===== src/rtl/demux4_dispatcher.sv =====
// Registered 1-to-4 word dispatcher with per-channel holding registers, valid/ready
// handshakes and a fixed/round-robin scheduler. Define DEMUX_DISPATCH_CNT_EN for delivery counters.

module demux4_lane #(
  parameter int WIDTH = 16
) (
  input  logic             clk,
  input  logic             rst_n,
  input  logic             i_load,
  input  logic [WIDTH-1:0] i_data,
  input  logic             i_ready,
  input  logic             i_flush,
  output logic             o_valid,
`ifdef DEMUX_DISPATCH_CNT_EN
  output logic [7:0]       o_cnt,
`endif
  output logic [WIDTH-1:0] o_data
);
  logic             r_vld;
  logic [WIDTH-1:0] r_data;
  logic             w_deliver;

  assign w_deliver = r_vld && i_ready;

  // Data is zeroed whenever the slot empties so idle channels read zero.
  always_ff @(posedge clk or negedge rst_n) begin
    if (!rst_n) begin
      r_vld  <= 1'b0;
      r_data <= '0;
    end else if (i_flush) begin
      r_vld  <= 1'b0;
      r_data <= '0;
    end else if (i_load) begin
      r_vld  <= 1'b1;
      r_data <= i_data;
    end else if (w_deliver) begin
      r_vld  <= 1'b0;
      r_data <= '0;
    end
  end

`ifdef DEMUX_DISPATCH_CNT_EN
  logic [7:0] r_cnt;

  // Deliveries during a flush cycle still count; flush never clears the counter.
  always_ff @(posedge clk or negedge rst_n) begin
    if (!rst_n)         r_cnt <= '0;
    else if (w_deliver) r_cnt <= r_cnt + 8'd1;
  end

  assign o_cnt = r_cnt;
`endif

  assign o_valid = r_vld;
  assign o_data  = r_data;
endmodule

module demux4_dispatcher #(
  parameter int WIDTH = 16
) (
  input  logic             clk,
  input  logic             rst_n,
  input  logic [WIDTH-1:0] in,
  input  logic [1:0]       sel,
  input  logic             in_valid,
  output logic             in_ready,
  input  logic             rr_mode,
  input  logic             flush,
  output logic [WIDTH-1:0] out1,
  output logic [WIDTH-1:0] out2,
  output logic [WIDTH-1:0] out3,
  output logic [WIDTH-1:0] out4,
  output logic [3:0]       out_valid,
`ifdef DEMUX_DISPATCH_CNT_EN
  output logic [7:0]       cnt1,
  output logic [7:0]       cnt2,
  output logic [7:0]       cnt3,
  output logic [7:0]       cnt4,
`endif
  input  logic [3:0]       out_ready
);
  localparam int NUM_LANES = 4;

  logic [1:0]                            r_rr_ptr;
  logic [NUM_LANES-1:0]                  w_vld;
  logic [NUM_LANES-1:0]                  w_free;
  logic [NUM_LANES-1:0]                  w_load;
  logic [NUM_LANES-1:0][WIDTH-1:0]       w_data;
  logic [1:0]                            w_tgt;
  logic                                  w_tgt_ok;
  logic                                  w_accept;
`ifdef DEMUX_DISPATCH_CNT_EN
  logic [NUM_LANES-1:0][7:0]             w_cnt;
`endif

  assign w_free = ~w_vld | out_ready;

  // Round-robin search runs high-to-low offset so the nearest free slot after rr_ptr wins.
  always_comb begin
    w_tgt    = sel;
    w_tgt_ok = 1'b1;
    if (rr_mode) begin
      w_tgt    = r_rr_ptr;
      w_tgt_ok = 1'b0;
      for (int i = NUM_LANES - 1; i >= 0; i--) begin
        if (w_free[r_rr_ptr + 2'(i)]) begin
          w_tgt    = r_rr_ptr + 2'(i);
          w_tgt_ok = 1'b1;
        end
      end
    end
  end

  assign in_ready = !flush && w_tgt_ok && w_free[w_tgt];
  assign w_accept = in_valid && in_ready;

  always_comb begin
    w_load        = '0;
    w_load[w_tgt] = w_accept;
  end

  always_ff @(posedge clk or negedge rst_n) begin
    if (!rst_n)                    r_rr_ptr <= 2'd0;
    else if (flush)                r_rr_ptr <= 2'd0;
    else if (w_accept && rr_mode)  r_rr_ptr <= w_tgt + 2'd1;
  end

  for (genvar g = 0; g < NUM_LANES; g++) begin : g_lane
    demux4_lane #(.WIDTH(WIDTH)) u_lane (
      .clk     (clk),
      .rst_n   (rst_n),
      .i_load  (w_load[g]),
      .i_data  (in),
      .i_ready (out_ready[g]),
      .i_flush (flush),
      .o_valid (w_vld[g]),
`ifdef DEMUX_DISPATCH_CNT_EN
      .o_cnt   (w_cnt[g]),
`endif
      .o_data  (w_data[g])
    );
  end

  assign out_valid = w_vld;
  assign out1      = w_data[0];
  assign out2      = w_data[1];
  assign out3      = w_data[2];
  assign out4      = w_data[3];
`ifdef DEMUX_DISPATCH_CNT_EN
  assign cnt1      = w_cnt[0];
  assign cnt2      = w_cnt[1];
  assign cnt3      = w_cnt[2];
  assign cnt4      = w_cnt[3];
`endif
endmodule


===== config.mk =====
export PLATFORM = sky130hd
export DESIGN_NAME = demux4_dispatcher
export DESIGN_NICKNAME = d
export VERILOG_FILES = /design/src/rtl/demux4_dispatcher.sv
export SDC_FILE = /design/constraint.sdc
export NUM_CORES = 1
export LEC_CHECK = 0
export CAP_MARGIN = 20
export CORE_AREA = 2 2 95 97
export DETAILED_ROUTE_END_ITERATION = 16
export DIE_AREA = 0 0 97 99
export GPL_TIMING_DRIVEN = 0
export PLACE_DENSITY = 0.8
export SLEW_MARGIN = 15
export SYNTH_ARGS = -nofsm -noshare
export SYNTH_HDL_FRONTEND = slang
export SYNTH_SLANG_ARGS = --single-unit

===== constraint.sdc =====
create_clock -name clk -period 2.92 [get_ports clk]
set_clock_uncertainty 0.15 [all_clocks]
set_input_delay 0.73 -clock clk [delete_from_list [all_inputs] [get_ports clk]]
set_output_delay 0.73 -clock clk [all_outputs]
set_load 0.02 [all_outputs]

==> Word-level counts from Yosys, hierarchy flattened <==
Index checks and enable logic that the tools add are counted.
{ "word_totals": {"register_bits": 70, "word_cells": 85} }
{ "op_classes": {"add_sub_neg": 4, "n_lt_le_gt_ge": 6, "mux": 48, "bitwise": 3, "reduce_logical": 15} }
{ "op_table": {"columns": ["cell", "count"], "rows": [
  ["$mux 16", 12],
  ["$mux 1", 23],
  ["$lt 2x3->1 const B", 5],
  ["$mux 2", 7],
  ["$reduce_bool 3->1", 4],
  ["$bmux 1 s2", 5],
  ["$logic_and 1x1->1", 9],
  ["$add 2x1->2 const B", 2],
  ["$add 2x2->2 const B", 2],
  ["$and 4x4->4", 1],
  ["$not 4->4", 1],
  ["$or 4x4->4", 1],
  ["$demux 1 s2", 1],
  ["$ge 2x1->1 const B", 1],
  ["$reduce_bool 2->1", 1],
  ["$logic_not 1->1", 1]
]} }

==> Depth between registers and ports, before layout <==
{ "depth": {"ltp_word": 16, "mapped_depth": 12} }

==> By module <==
From an unflattened synthesis, not the netlist that was laid out.
{ "hier_totals": {"cells_unflattened": 374, "area_unflattened_um2": 3553.4} }
{ "modules_own_cells": {"columns": ["module", "instances", "cells_each", "area_each_um2", "seq_area_each_um2"], "rows": [
  ["demux4_lane", 4, 75, 760.7, 425.4],
  ["demux4_dispatcher", 1, 74, 510.5, 50.0]
]} }

==> Worst setup path after synthesis <==
Ideal clock, no wire load.
{ "synth_path": {"kind": "input -> output", "startpoint": "input port out_ready[0]", "endpoint": "output port in_ready", "t_arrival_ns": 2.281, "required_ns": 2.040, "setup_slack_ns": -0.241, "cell_stages": 7, "path_buffers": 1, "cell_sequence": "and2b_1 -> buf_6 -> mux2i_1 -> a2111oi_2 -> o22ai_2 -> mux2i_4 -> nor2_1"} }
{ "synth_between": {"elab_chain_len": 11, "elab_cells_between_ends": 23, "cone_classes": "mux: 20; bitwise: 1; reduce/logical: 2"} }
{ "synth_lines": {"columns": ["item", "line", "source"], "rows": [
  ["from (decl)", "80", "input logic [3:0] out_ready"],
  ["$or 4x4->4 (*)", "96", "assign w_free = ~w_vld | out_ready;"],
  ["$bmux 1 s2", "106", "if (w_free[r_rr_ptr + 2'(i)]) begin"],
  ["$mux 1 (not written as such)", "106", null],
  ["$mux 2 (4 in a row)", "106", null],
  ["$mux 2", "102", "if (rr_mode) begin"],
  ["$bmux 1 s2", "114", "assign in_ready = !flush && w_tgt_ok && w_free[w_tgt];"],
  ["$mux 1 (not written as such)", "114", null],
  ["$logic_and 1x1->1 (*)", "114", null],
  ["to (decl)", "66", "output logic in_ready,"]
]} }
Mark *: on every way between the ends. The rest lies on a longest branch, timed or not. The select of a mux whose other input is x is not followed.

==> Final worst setup path <==
Same ends and word-level chain as after synthesis.

==> results.toml <==
[critical_path]
required_ns = 2.04
worst_r2r_path_depth = 13
worstSetupStartpointType = "input pin"
worst_ep_arrival_time_ns = 2.16
worst-setup-path-type = "in -> out"
worst_setup_path_end_kind = "output pin"
timing.critical_path.fanout_max = 3

[drt]
drt_pre_antenna_iters = 4
drt_iter0_markers = 127
detail_route.drc_violations = 0
detail_route.wl_per_cell_um = 16.7
detail-route-antenna-nets = 0
total_via_count_after_detailed_routing = 2714
post_drt_via_cell_ratio = 4.94
postRouteWirelength_um = 9170

[power]
powerDensity_mw_per_mm2 = 440
ir_worst_vdd_mv = 0.274
static-leakage-power_nw = 2.20
totalPowerFinal_mw = 2.20

[synth]
synth_sequential_area_ratio_pct = 52.6
netlist_instances = 305
synth_top_cells_by_count = "nand2_1 (71), dfrtp_1 (70), mux2i_1 (68), inv_1 (22), a21oi_1 (8)"
synthArstFlopShare_pct = 100
yosys_warn_count = 0
synth_nets = 336
synthTopCellsByArea = "dfrtp_1 (53%), mux2i_1 (20%), nand2_1 (8.0%), inv_1 (2.5%), buf_6 (1.7%)"
yosysTopAreaCell = "dfrtp_1"
netlist.area_leader.share_pct = 52.6
dominant_cell_by_count_in_the_synthesized_netlist = "nand2_1"
synth.ff_latch_count = 70
synth-edff-count = 0
synthesis.area_per_instance_um2 = 10.9
yosys.cell_types.count = 32
netlist_area_mm2 = 0.00333
synthFlopType = "dfrtp_1"

[place]
buffer_ports.inserted = 95
place.detailed.hpwl_um = 6290
gp_routability_congestion = 0.908

[global_route]
via_count_of_the_first_global_routing_pass = 2836
first_pass_grt_wire_length_um = 14600
grt_overflow = 0
grt_max_degree = 50
grt_usage_pct = 19.4
antenna_found_initial = 0

[floorplan]
chipWidth_um = 97
dieHeight_um = 99
fp.coreArea_mm2 = 0.00855
io_pins = 96
rows = 34
floorplan.die_area_mm2 = 0.00960
initial_core_util_pct = 38.9

[clocking]
tritoncts = "done"
clock_tree.buffer_depth = 2
cts_inserted_buffers = 9
cts.root.buffer_cell = "clkbuf_8"
worst_skew_pair.late_latency_ns = 0.33
numClockSinks = 70
htree_num_levels = 3
path_clk_slew_ns = 0.07

[timing]
worst_hold_slack_ns = 0.138
tightestPinTransition_ns = 0.835
hold_viol_final = 0
grt_setup_unrepaired = "true"
post-route-worst-setup-slack_ns = -0.123
final_period_minus_worst_setup_slack_ns = 3.04
finalSetupTns_ns = -0.123
timing.final.crit_share_pct = 104
setup_violations = 1
fmaxAchievable_mhz = 329
worst_slew_margin_rel_pct = 44.3
final_max_slew_viol_count = 0

[status]
failing_checks = "setup timing"
run_status = "complete, but fails checks"

[cells_and_area]
n_antenna_cell = 0
final_layout_size_suffix_gt1_share_pct = 18.8
fin_nets = 469
flow.area_growth_from_synthesis_pct = 49.8
multi_input_comb_area_mm2 = 0.00149
utilization_pct = 58.3
regArea_mm2 = 0.00175
number_of_fill_cells_in_the_layout = 719

[run]
max_cap_violations = 0

[worst_hold_path]
worst_hold_path_type = "in -> async"
placed cells by master (no fill, tap or decap), types with 2 or more instances in the layout:
| cell | netlist | routed |
|---|---|---|
| a21oi_1 | 8 | 7 |
| buf_2 | 2 | 2 |
| buf_4 | 4 | 32 |
| buf_6 | 5 | 6 |
| clkbuf_1 | 7 | 7 |
| clkbuf_8 | 0 | 11 |
| clkdlybuf4s50_1 | 0 | 88 |
| dfrtp_1 | 70 | 69 |
| ha_1 | 4 | 3 |
| inv_1 | 22 | 21 |
| mux2i_1 | 68 | 66 |
| mux2i_2 | 0 | 2 |
| nand2_1 | 71 | 70 |
| nand2b_4 | 0 | 2 |
| nand3_1 | 3 | 2 |
| nand3b_1 | 2 | 2 |
| nor2_1 | 6 | 5 |
| nor2_4 | 4 | 5 |
| nor2b_4 | 0 | 2 |
| o21ai_0 | 3 | 2 |
| o21ba_1 | 4 | 4 |
| o22ai_1 | 3 | 2 |
| o22ai_2 | 1 | 2 |
routing by layer:
metal / vias to the layer above / global-route usage (%) / routed length (µm)
met5: - / 0 / 0
met4: 0 / 6.28 / 183
met3: 16 / 4.89 / 521
met2: 98 / 32.8 / 4570
met1: 1322 / 24.4 / 3890
li1: 1278 / - / -
layout make-up:
cell class	count	area share, %
inverters	22	1.71
well taps	108	2.71
flip-flops and latches	70	35.2
clock inverters	1	0.602
multi-input cells	195	30.0
plain buffers	16	2.58
clock buffers	13	3.19
repair buffers	124	24.1
per-stage QoR:
stage	setup slack, ns	cell area [µm²]	std cells
global route	-0.169	4990	549
CTS	-0.134	4790	532
global placement	-1.36	4420	508
floorplan	-0.0908	3340	305
finish	-0.123	4990	549
detailed placement	-1.27	4450	509
sequential cells by signal, summed over array words and instances, names as in the netlist:
name,count
r_rr_ptr,2
g_lane.u_lane.o_data,64
g_lane.u_lane.o_valid,4
cells by family after synthesis:
group	count (synthesis)	share of synthesized area, %
mux	69	21.1
compound gates	27	5.90
simple gates	95	12.7
buf+inv	40	6.17
flops	70	52.6
fa+ha+maj	4	1.50
worst max-delay path, stage by stage:
cell and delay, ns:
buf_6 0.09, and2b_2 0.24, mux2i_2 0.28, a2111oi_4 0.11, o22ai_2 0.23, mux2i_4 0.31
nor2_4 0.04, buf_6 0.12
power breakdown:
part	total (mW)	switching, mW	internal (mW)
sequential	1.04	0.0279	1.01
combinational	0.393	0.210	0.183
clock	0.763	0.330	0.433
total	2.20	0.568	1.63
worst paths after layout:
kind | startpoint | to | slack, ns
setup / recovery | out_ready[0] | in_ready | -0.12
hold / removal | rst_n | g_lane[1].u_lane.o_data[0] | 0.14
min in group clk | g_lane[3].u_lane.o_data[11] | g_lane[3].u_lane.o_data[11] | 0.38
hold reg to reg | g_lane[3].u_lane.o_data[11] | g_lane[3].u_lane.o_data[11] | 0.38
max in group asynchronous | rst_n | r_rr_ptr[0] | 1.94
setup reg to reg | r_rr_ptr[1] | g_lane[1].u_lane.o_data[7] | 0.13
timing repair:
item / 4_1_cts / 5_1_grt
setup endpoints to repair: 69 / 30
gates cloned: 1 / 1
setup buffers: 10 / 16
gates resized for setup: 38 / 18
pin swaps: 8 / 8
hold buffers: 0 / 0
Note: power is estimated with default switching activity, not from simulation.
